--- config.mk ---
export PLATFORM = sky130hd
export DESIGN_NAME = vga_sync_decoder
export DESIGN_NICKNAME = d
export VERILOG_FILES = /design/src/rtl/vga_sync_decoder.sv
export SDC_FILE = /design/constraint.sdc
export NUM_CORES = 1
export LEC_CHECK = 0
export CAP_MARGIN = 10
export CORE_MARGIN = 1.5
export CORE_UTILIZATION = 45
export CTS_BUF_LIST = sky130_fd_sc_hd__clkbuf_4 sky130_fd_sc_hd__clkbuf_8
export CTS_CLUSTER_SIZE = 20
export DETAILED_ROUTE_END_ITERATION = 8
export DONT_BUFFER_PORTS = 1
export GPL_ROUTABILITY_DRIVEN = 0
export PLACE_DENSITY = 0.69
export SYNTH_ARGS = -nofsm -noshare
export SYNTH_HDL_FRONTEND = slang
export SYNTH_SLANG_ARGS = --single-unit
export TNS_END_PERCENT = 100
--- constraint.sdc ---
create_clock -name clk_50MHz -period 4.47 [get_ports clk_50MHz]
set_input_delay 0.894 -clock clk_50MHz [delete_from_list [all_inputs] [get_ports clk_50MHz]]
set_output_delay 0.894 -clock clk_50MHz [all_outputs]
set_load 0.05 [all_outputs]
--- src/rtl/vga_sync_decoder.sv ---
`timescale 1ns/1ps
// Sink-side VGA timing decoder: measures line/frame totals from active-low syncs sampled on
// pix_en ticks, recovers the active pixel coordinate and reports lock / loss of lock.
module vga_sync_decoder #(
    parameter int H_RES        = 640,
    parameter int V_RES        = 480,
    parameter int H_PW         = 96,
    parameter int H_BP         = 48,
    parameter int V_PW         = 2,
    parameter int V_BP         = 29,
    parameter int COUNTER_BITS = 10,
    parameter int LOCK_FRAMES  = 2
) (
    input  logic                    clk_50MHz,
    input  logic                    clear,
    input  logic                    pix_en,
    input  logic                    h_sync,
    input  logic                    v_sync,
    output logic [COUNTER_BITS-1:0] x,
    output logic [COUNTER_BITS-1:0] y,
    output logic                    pixel_valid,
    output logic                    line_start,
    output logic                    frame_start,
    output logic                    locked,
    output logic                    sync_error,
    output logic [COUNTER_BITS-1:0] h_total,
    output logic [COUNTER_BITS-1:0] v_total
);

    localparam logic [COUNTER_BITS-1:0] CNT_MAX = '1;
    localparam logic [COUNTER_BITS-1:0] H_FIRST = COUNTER_BITS'(H_PW + H_BP);
    localparam logic [COUNTER_BITS-1:0] H_END   = COUNTER_BITS'(H_PW + H_BP + H_RES);
    localparam logic [COUNTER_BITS-1:0] V_FIRST = COUNTER_BITS'(V_PW + V_BP);
    localparam logic [COUNTER_BITS-1:0] V_END   = COUNTER_BITS'(V_PW + V_BP + V_RES);
    localparam logic [2:0]              LOCK_MAX = 3'(LOCK_FRAMES);

    logic                    h_sync_q, h_sync_d, v_sync_q, v_sync_d;
    logic [COUNTER_BITS-1:0] hc_q, hc_d, vc_q, vc_d;
    logic [COUNTER_BITS-1:0] h_total_q, h_total_d, v_total_q, v_total_d;
    logic [COUNTER_BITS-1:0] x_q, x_d, y_q, y_d;
    logic                    h_valid_q, h_valid_d, v_valid_q, v_valid_d;
    logic                    v_seen_q, v_seen_d, line_bad_q, line_bad_d;
    logic                    v_pending_q, v_pending_d;
    logic [2:0]              lock_cnt_q, lock_cnt_d;
    logic                    locked_q, locked_d, pixel_valid_q, pixel_valid_d;
    logic                    line_start_q, line_start_d, frame_start_q, frame_start_d;
    logic                    sync_error_q, sync_error_d;

    logic                    hfall, vfall, hc_sat, vc_sat, active_h, active_v;
    logic [COUNTER_BITS-1:0] h_meas, v_meas;

    assign hfall  = h_sync_q & ~h_sync;
    assign vfall  = v_sync_q & ~v_sync;
    assign hc_sat = (hc_q == CNT_MAX);
    assign vc_sat = (vc_q == CNT_MAX);
    assign h_meas = hc_sat ? CNT_MAX : hc_q + 1'b1;
    assign v_meas = vc_sat ? CNT_MAX : vc_q + 1'b1;

    assign x           = x_q;
    assign y           = y_q;
    assign pixel_valid = pixel_valid_q;
    assign line_start  = line_start_q;
    assign frame_start = frame_start_q;
    assign locked      = locked_q;
    assign sync_error  = sync_error_q;
    assign h_total     = h_total_q;
    assign v_total     = v_total_q;

    always_comb begin
        h_sync_d      = h_sync_q;
        v_sync_d      = v_sync_q;
        hc_d          = hc_q;
        vc_d          = vc_q;
        h_total_d     = h_total_q;
        v_total_d     = v_total_q;
        x_d           = x_q;
        y_d           = y_q;
        h_valid_d     = h_valid_q;
        v_valid_d     = v_valid_q;
        v_seen_d      = v_seen_q;
        line_bad_d    = line_bad_q;
        v_pending_d   = v_pending_q;
        lock_cnt_d    = lock_cnt_q;
        locked_d      = locked_q;
        pixel_valid_d = 1'b0;
        line_start_d  = 1'b0;
        frame_start_d = 1'b0;
        sync_error_d  = 1'b0;
        active_h      = 1'b0;
        active_v      = 1'b0;

        if (pix_en) begin
            h_sync_d = h_sync;
            v_sync_d = v_sync;

            // Frame end is handled before the line edge so a coincident hfall starts the new frame.
            if (vfall) begin
                v_pending_d   = 1'b1;
                frame_start_d = 1'b1;
                line_bad_d    = 1'b0;
                if (!v_seen_q) begin
                    v_seen_d = 1'b1;
                end else if (!v_valid_q) begin
                    v_total_d = v_meas;
                    v_valid_d = 1'b1;
                end else begin
                    if (v_meas == v_total_q && !line_bad_q && !hc_sat && !vc_sat) begin
                        lock_cnt_d = (lock_cnt_q >= LOCK_MAX) ? LOCK_MAX : lock_cnt_q + 3'd1;
                    end else begin
                        lock_cnt_d   = 3'd0;
                        sync_error_d = 1'b1;
                    end
                    v_total_d = v_meas;
                end
            end

            if (hfall) begin
                if (h_valid_q && h_meas != h_total_q) begin
                    line_bad_d = 1'b1;
                end
                h_total_d    = h_meas;
                h_valid_d    = !hc_sat;
                line_start_d = 1'b1;
                hc_d         = '0;
                if (v_pending_d) begin
                    vc_d        = '0;
                    v_pending_d = 1'b0;
                end else begin
                    vc_d = v_meas;
                end
            end else begin
                hc_d = h_meas;
            end

            // Losing h_sync long enough to saturate the line counter forces full re-qualification.
            if (hc_d == CNT_MAX && !hc_sat) begin
                lock_cnt_d   = 3'd0;
                sync_error_d = 1'b1;
                h_valid_d    = 1'b0;
                v_valid_d    = 1'b0;
            end

            active_h = (hc_d >= H_FIRST) && (hc_d < H_END);
            active_v = (vc_d >= V_FIRST) && (vc_d < V_END);
            if (active_h) begin
                x_d = hc_d - H_FIRST;
            end
            if (active_v) begin
                y_d = vc_d - V_FIRST;
            end
            locked_d      = (lock_cnt_d == LOCK_MAX);
            pixel_valid_d = active_h && active_v && locked_d;
        end
    end

    always_ff @(posedge clk_50MHz or posedge clear) begin
        if (clear) begin
            h_sync_q      <= 1'b1;
            v_sync_q      <= 1'b1;
            hc_q          <= CNT_MAX;
            vc_q          <= CNT_MAX;
            h_total_q     <= '0;
            v_total_q     <= '0;
            x_q           <= '0;
            y_q           <= '0;
            h_valid_q     <= 1'b0;
            v_valid_q     <= 1'b0;
            v_seen_q      <= 1'b0;
            line_bad_q    <= 1'b0;
            v_pending_q   <= 1'b0;
            lock_cnt_q    <= 3'd0;
            locked_q      <= 1'b0;
            pixel_valid_q <= 1'b0;
            line_start_q  <= 1'b0;
            frame_start_q <= 1'b0;
            sync_error_q  <= 1'b0;
        end else begin
            h_sync_q      <= h_sync_d;
            v_sync_q      <= v_sync_d;
            hc_q          <= hc_d;
            vc_q          <= vc_d;
            h_total_q     <= h_total_d;
            v_total_q     <= v_total_d;
            x_q           <= x_d;
            y_q           <= y_d;
            h_valid_q     <= h_valid_d;
            v_valid_q     <= v_valid_d;
            v_seen_q      <= v_seen_d;
            line_bad_q    <= line_bad_d;
            v_pending_q   <= v_pending_d;
            lock_cnt_q    <= lock_cnt_d;
            locked_q      <= locked_d;
            pixel_valid_q <= pixel_valid_d;
            line_start_q  <= line_start_d;
            frame_start_q <= frame_start_d;
            sync_error_q  <= sync_error_d;
        end
    end

endmodule

==> run_results.csv, run 1 <==
group,metric,value,unit
run_status,status,"completed",
clock_network,cts.sinks,75,
placement,dp_worst_setup_slack,0.758,ns
grt,grt.total_usage,0.214,
grt,grt_pass1_wl,18400,um
detailed_routing,first_pass_iters,5,
detailed_routing,routed.top_layer,"met4",
worst_setup_path,required,4.72,ns
sta,grt_setup_unrepaired,"no",
worst_setup_path,rr_worst_depth,11,
finish,drive_above_1_share,0.186,
min_path,min_path_type,"flip-flop to flip-flop",
grt,grt_pass1_vias,3590,
logic_synthesis,synth_area,0.00457,mm2
logic_synthesis,synth_warnings,0,
logic_synthesis,synth-edff-count,0,
detailed_routing,via_per_inst,6.00,
finish,fin_nets,481,
logic_synthesis,syn_inst,481,
sta,final.setup.worst_slack,0.758,ns
clock_network,root_buffer,"clkbuf_8",
sta,setup-tns-final,0,ns
power_and_ir_drop,power_density,473,mW/mm2
worst_setup_path,crit_family,"compound AO/OA/AOI/OAI gates",
die,coreArea,0.00982,mm2
clock_network,htree_levels,3,
worst_setup_path,cp_max_fo,13,
logic_synthesis,seq_area_frac_synth,0.417,
detailed_routing,vias,3635,
worst_setup_path,arrival,3.97,ns
worst_setup_path,crit_path_cell_trace,"ha_1, nand3_1, nor3_1, o21ai_0, inv_1, ha_1, nor3b_1, nand4_1, a311oi_1, o311a_1, mux2_2",
power_and_ir_drop,p_sw,1010,uW
grt,overflow,0,
detailed_routing,wl_met2,5620,um
grt,antenna_found_initial,0,
worst_setup_path,critPathKind,"flip-flop to flip-flop",
finish,final_util,0.488,
die,die_x,104,um
power_and_ir_drop,netSwitchingFraction,0.447,
power_and_ir_drop,p_int,1250,uW
finish,area_growth,4.93,%
sta,fin_crit_sh,0.831,
logic_synthesis,synth_async_sr_flop_share,1.00,
sta,setup_viol,0,
logic_synthesis,synth_most_common_cell,"nand2_1",
detailed_routing,drtIter0Drc,182,
worst_setup_path,crit_buf_inv,1,
detailed_routing,wl_met3,692,um
logic_synthesis,synth_top_area_cell,"dfrtp_1",
detailed_routing,wl_per_cell,18.5,um
placement,portBuffers,0,
worst_setup_path,cp_slowest_cell,"dfstp_2",
detailed_routing,drc,0,
clock_network,insertion_delay,0.37,ns
die,dieArea,0.0108,mm2
worst_setup_path,r2r_start,"hc_q[0]",
min_path,min_from,"h_valid_q",
power_and_ir_drop,combPwrFrac,0.228,
min_path,whs_path_depth,2,
sta,fin_crit,3.71,ns
flow_run,maxCapViolations,0,
detailed_routing,antenna_left,0,
logic_synthesis,syn_avg_cell_area,9.50,um2
placement,dp.final_hpwl,8100,um
power_and_ir_drop,vdd_drop_max,0.309,mV
logic_synthesis,synth_top_cell_area_share,0.290,
grt,grt_max_degree,51,
logic_synthesis,ys.flop_type,"dfrtp_1",
finish,diodes,0,
sta,max_freq,0.269,GHz
logic_synthesis,synth_area_leaders,"dfrtp_1 (29%), dfstp_2 (13%), mux2_2 (5.7%)",
sta,slew_headroom,0.403,
detailed_routing,wl_met1,4690,um
logic_synthesis,syn_nets,494,
sta,hold_violations,0,
sta,tightest_slew,0.893,ns
clock_network,cts_resized,0,
finish,layout.cells.non_filler,606,
power_and_ir_drop,p_leak,0.00193,uW
die,std_cell_rows,36,
clock_network,numCtsBuffers,9,
power_and_ir_drop,pwr-share-seq,0.556,
clock_network,cts_tree,"built",
sta,fin_skew,0.0114,ns
worst_setup_path,slowest_delay,0.67,ns
worst_setup_path,r2r-end,"x[2]",
logic_synthesis,yosys-top-cells-count,"nand2_1 (60), dfrtp_1 (53), o21ai_0 (42)",
min_path,worstHoldEndpoint,"h_valid_q",
sta,drv_slew,0,
worst_setup_path,critPathLaunchType,"flip-flop",
worst_setup_path,critPathCaptureType,"flip-flop",
clock_network,clk_pin_slew_worst_paths,0.09,ns
power_and_ir_drop,p_clk_frac,0.215,
die,die_y,104,um
worst_setup_path,r2r_slack,0.76,ns
clock_network,clockBufferDepth,2,
worst_setup_path,cp_common_cell,"ha_1",
die,initial_core_util,0.465,
logic_synthesis,ys_seq_elements,75,
clock_network,cts_hold_buffers,0,
logic_synthesis,yosys.cell_types.count,72,
clock_network,post-cts-setup-buffer-count,0,
placement,dp_cells,590,
power_and_ir_drop,finalPower,2270,uW
die,io_pins,50,
detailed_routing,totalWireLength,11200,um
sequential cells by signal (all words and copies together) (netlist names):
| signal | flops |
|---|---|
| h_total | 10 |
| hc_q | 10 |
| v_total | 10 |
| vc_q | 10 |
| x | 10 |
| y | 10 |
| lock_cnt_q | 3 |
| frame_start | 1 |
| h_sync_q | 1 |
| h_valid_q | 1 |
| line_bad_q | 1 |
| line_start | 1 |
| locked | 1 |
| pixel_valid | 1 |
| sync_error | 1 |
| v_pending_q | 1 |
| v_seen_q | 1 |
| v_sync_q | 1 |
| v_valid_q | 1 |
cell usage in the layout (no fill, tap or decap), drive strengths merged, types with 6 or more instances in the layout:
cell type | netlist | layout
nand4 | 6 | 6
nand2 | 60 | 60
mux2i | 6 | 6
and4 | 6 | 6
dfstp | 22 | 22
buf | 18 | 6
ha | 8 | 8
clkbuf | 12 | 10
nor2 | 20 | 20
nand3 | 22 | 22
mux2 | 30 | 30
nand2b | 6 | 6
a21oi | 21 | 21
nor3 | 12 | 12
o21ai | 42 | 42
dfrtp | 53 | 53
xor2 | 11 | 11
xnor2 | 17 | 17
inv | 18 | 17
final cells by class:
class / instances / area [um2]
well taps: 133 / 166
fillers: 980 / 5020
repair buffers: 6 / 45.0
clock inverters: 6 / 41.3
multi-input cells: 357 / 2430
inverters: 19 / 72.6
clock buffers: 10 / 138
flip-flops and latches: 75 / 1900
power groups by stage:
stage / logic (uW) / clock network [uW] / registers, uW
floorplan: 430 / 0 / 1210
global placement: 491 / 0 / 1260
detailed placement: 512 / 0 / 1270
CTS: 515 / 498 / 1260
global route: 571 / 526 / 1280
finish: 518 / 488 / 1260
through the flow:
stage          cell area, um2  hold slack [ns]
6_report                 4790            0.497
5_1_grt                  4790            0.557
4_1_cts                  4790            0.498
3_5_place_dp             4620            0.479
3_3_place_gp             4620            0.478
2_1_floorplan            4570            0.450
tightest hold or removal path: cells and delay by family (launching register included):
family,cells,cell delay [ns]
and+or+nand+nor,1,0.05
DFF,1,0.35
AOI/OAI and AO/OA,1,0.06
cells by family (layout without fill, tap and decap cells):
group                    count (synthesis)  after routing  share of synthesized area
flip-flops                              75             75                      0.417
AO/OA/AOI/OAI                          117            117                      0.168
buffers and inverters                   49             41                     0.0520
adder cells (fa/ha/maj)                  8              8                     0.0219
AND/OR/NAND/NOR                        168            168                      0.195
multiplexers                            36             36                     0.0928
XOR/XNOR                                28             28                     0.0537
routing by layer:
| layer | global-route usage | vias up |
|---|---|---|
| li1 | - | 1708 |
| met1 | 0.265 | 1773 |
| met2 | 0.364 | 135 |
| met3 | 0.0478 | 19 |
| met4 | 0.0794 | 0 |
| met5 | 0 | - |
worst max path at each step:
stage	start	end	cells after the start
floorplan	h_sync	x[0]	12
CTS	hc_q[0]	x[2]	11
global placement	h_sync	y[6]	11
detailed placement	h_sync	y[6]	11
global route	hc_q[0]	x[8]	11
finish	hc_q[0]	x[2]	11
Power figures use the tool's default switching activity.
==> run 2, diff against run 1 <==
Clock period 4.47 ns to 3.75 ns, I/O delays scaled along.
==> run_results.csv, run 2 (synthesized netlist as in run 1, its figures left out) <==
group,metric,value,unit
worst_setup_path,critPathLaunchType,"flip-flop",
clock_network,post-cts-setup-buffer-count,0,
detailed_routing,first_pass_iters,5,
clock_network,cts.sinks,75,
finish,diodes,0,
grt,grt_pass1_vias,3616,
finish,fin_nets,482,
clock_network,insertion_delay,0.36,ns
clock_network,clk_pin_slew_worst_paths,0.08,ns
worst_setup_path,cp-startpoint,"vc_q[0]",
sta,setup-tns-final,0,ns
worst_setup_path,cp_max_fo,16,
clock_network,cts_tree,"built",
power_and_ir_drop,power_density,560,mW/mm2
grt,antenna_found_initial,0,
sta,hold_violations,0,
die,initial_core_util,0.465,
worst_setup_path,rr_worst_depth,11,
die,std_cell_rows,36,
detailed_routing,drc,0,
sta,max_freq,0.290,GHz
worst_setup_path,r2r-end,"y[6]",
clock_network,root_buffer,"clkbuf_8",
detailed_routing,drtIter0Drc,217,
detailed_routing,antenna_left,0,
sta,setup_viol,0,
sta,fin_skew,0.0169,ns
detailed_routing,via_per_inst,6.04,
finish,final_util,0.489,
run_status,status,"completed",
die,coreArea,0.00982,mm2
clock_network,cts_hold_buffers,0,
detailed_routing,vias,3669,
worst_setup_path,critPathKind,"flip-flop to flip-flop",
clock_network,numCtsBuffers,9,
worst_setup_path,r2r_start,"vc_q[0]",
finish,area_growth,5.09,%
sta,fin_crit_sh,0.919,
power_and_ir_drop,p_leak,0.00195,uW
worst_setup_path,arrival,3.69,ns
sta,tightest_slew,1.01,ns
sta,fin_crit,3.45,ns
worst_setup_path,critPathCaptureType,"flip-flop",
sta,slew_headroom,0.325,
sta,grt_setup_unrepaired,"no",
die,die_x,104,um
finish,fill_cells,953,
sta,drv_slew,0,
detailed_routing,totalWireLength,11100,um
power_and_ir_drop,vdd_drop_max,0.290,mV
die,die_y,104,um
flow_run,maxCapViolations,0,
clock_network,clockBufferDepth,2,
grt,grt.total_usage,0.217,
worst_setup_path,r2r_slack,0.30,ns
finish,layout_commonest_cell,"nand2_1",
clock_network,cts_resized,0,
min_path,min_path_type,"input port to flip-flop",
finish,drive_above_1_share,0.192,
worst_setup_path,required,3.99,ns
grt,overflow,0,
placement,portBuffers,0,
grt,grt_pass1_wl,18600,um
placement,dp.final_hpwl,7980,um
grt,grt_max_degree,59,
detailed_routing,wl_per_cell,18.4,um
die,io_pins,50,
worst_setup_path,critPathCapture,"y[6]",
finish,layout_common_cells,"nand2_1 (60), dfrtp_1 (53), o21ai_0 (42)",
die,dieArea,0.0108,mm2
clock_network,htree_levels,3,
run 2: critical path, cell delays in order, from the launching register on:
cell	delay (ns)
dfstp_2	0.62
ha_1	0.53
nand3_1	0.17
nand2_1	0.19
nand2_1	0.07
o21ai_0	0.20
ha_1	0.28
o211ai_1	0.19
nor4_1	0.46
nor4b_2	0.09
buf_4	0.21
mux2_4	0.31
run 2: cell type report:
class                           count  area, um2  share of cell area
Multi-Input combinational cell    357       2430               0.506
Clock inverter                      3       15.0             0.00313
Sequential cell                    75       1900               0.397
Clock buffer                       13        160              0.0334
Timing Repair Buffer                7       52.6              0.0109
Tap cell                          133        166              0.0347
Inverter                           19       72.6              0.0151
run 2: per-layer routing:
metal  vias up  GRT usage  wire [um]  share of wire
met5         -          0          0              0
met4         0     0.0893        244          0.022
met3        18     0.0472        764          0.069
met2       130      0.358       5450           0.49
met1      1810      0.278       4690           0.42
li1       1711          -          -              -
run 2: worst min-delay path by stage:
stage / end / slack [ns] / from / depth (start not counted)
floorplan: h_valid_q / 0.45 / h_valid_q / 2
global placement: h_valid_q / 0.47 / h_valid_q / 2
detailed placement: h_valid_q / 0.48 / h_valid_q / 2
CTS: hc_q[2] / 0.43 / pix_en / 1
global route: hc_q[2] / 0.43 / pix_en / 1
finish: hc_q[2] / 0.44 / pix_en / 1
run 2: stage by stage:
step | worst slack [ns] | total power (uW) | area [um2] | cells | hold WS, ns
4_1_cts | 0.126 | 2700 | 4800 | 607 | 0.431
6_report | 0.305 | 2690 | 4800 | 607 | 0.443
5_1_grt | 0.0440 | 2830 | 4800 | 607 | 0.435
2_1_floorplan | 0.541 | 1950 | 4570 | 481 | 0.450
3_5_place_dp | 0.127 | 2110 | 4620 | 591 | 0.480
3_3_place_gp | 0.277 | 2090 | 4620 | 591 | 0.468
run 2: report_power, final:
group	switching (uW)	leakage, uW	total, uW	internal [uW]
clock	302	0.0000974	580	278
sequential	528	0.000896	1500	969
combinational	339	0.000959	611	272
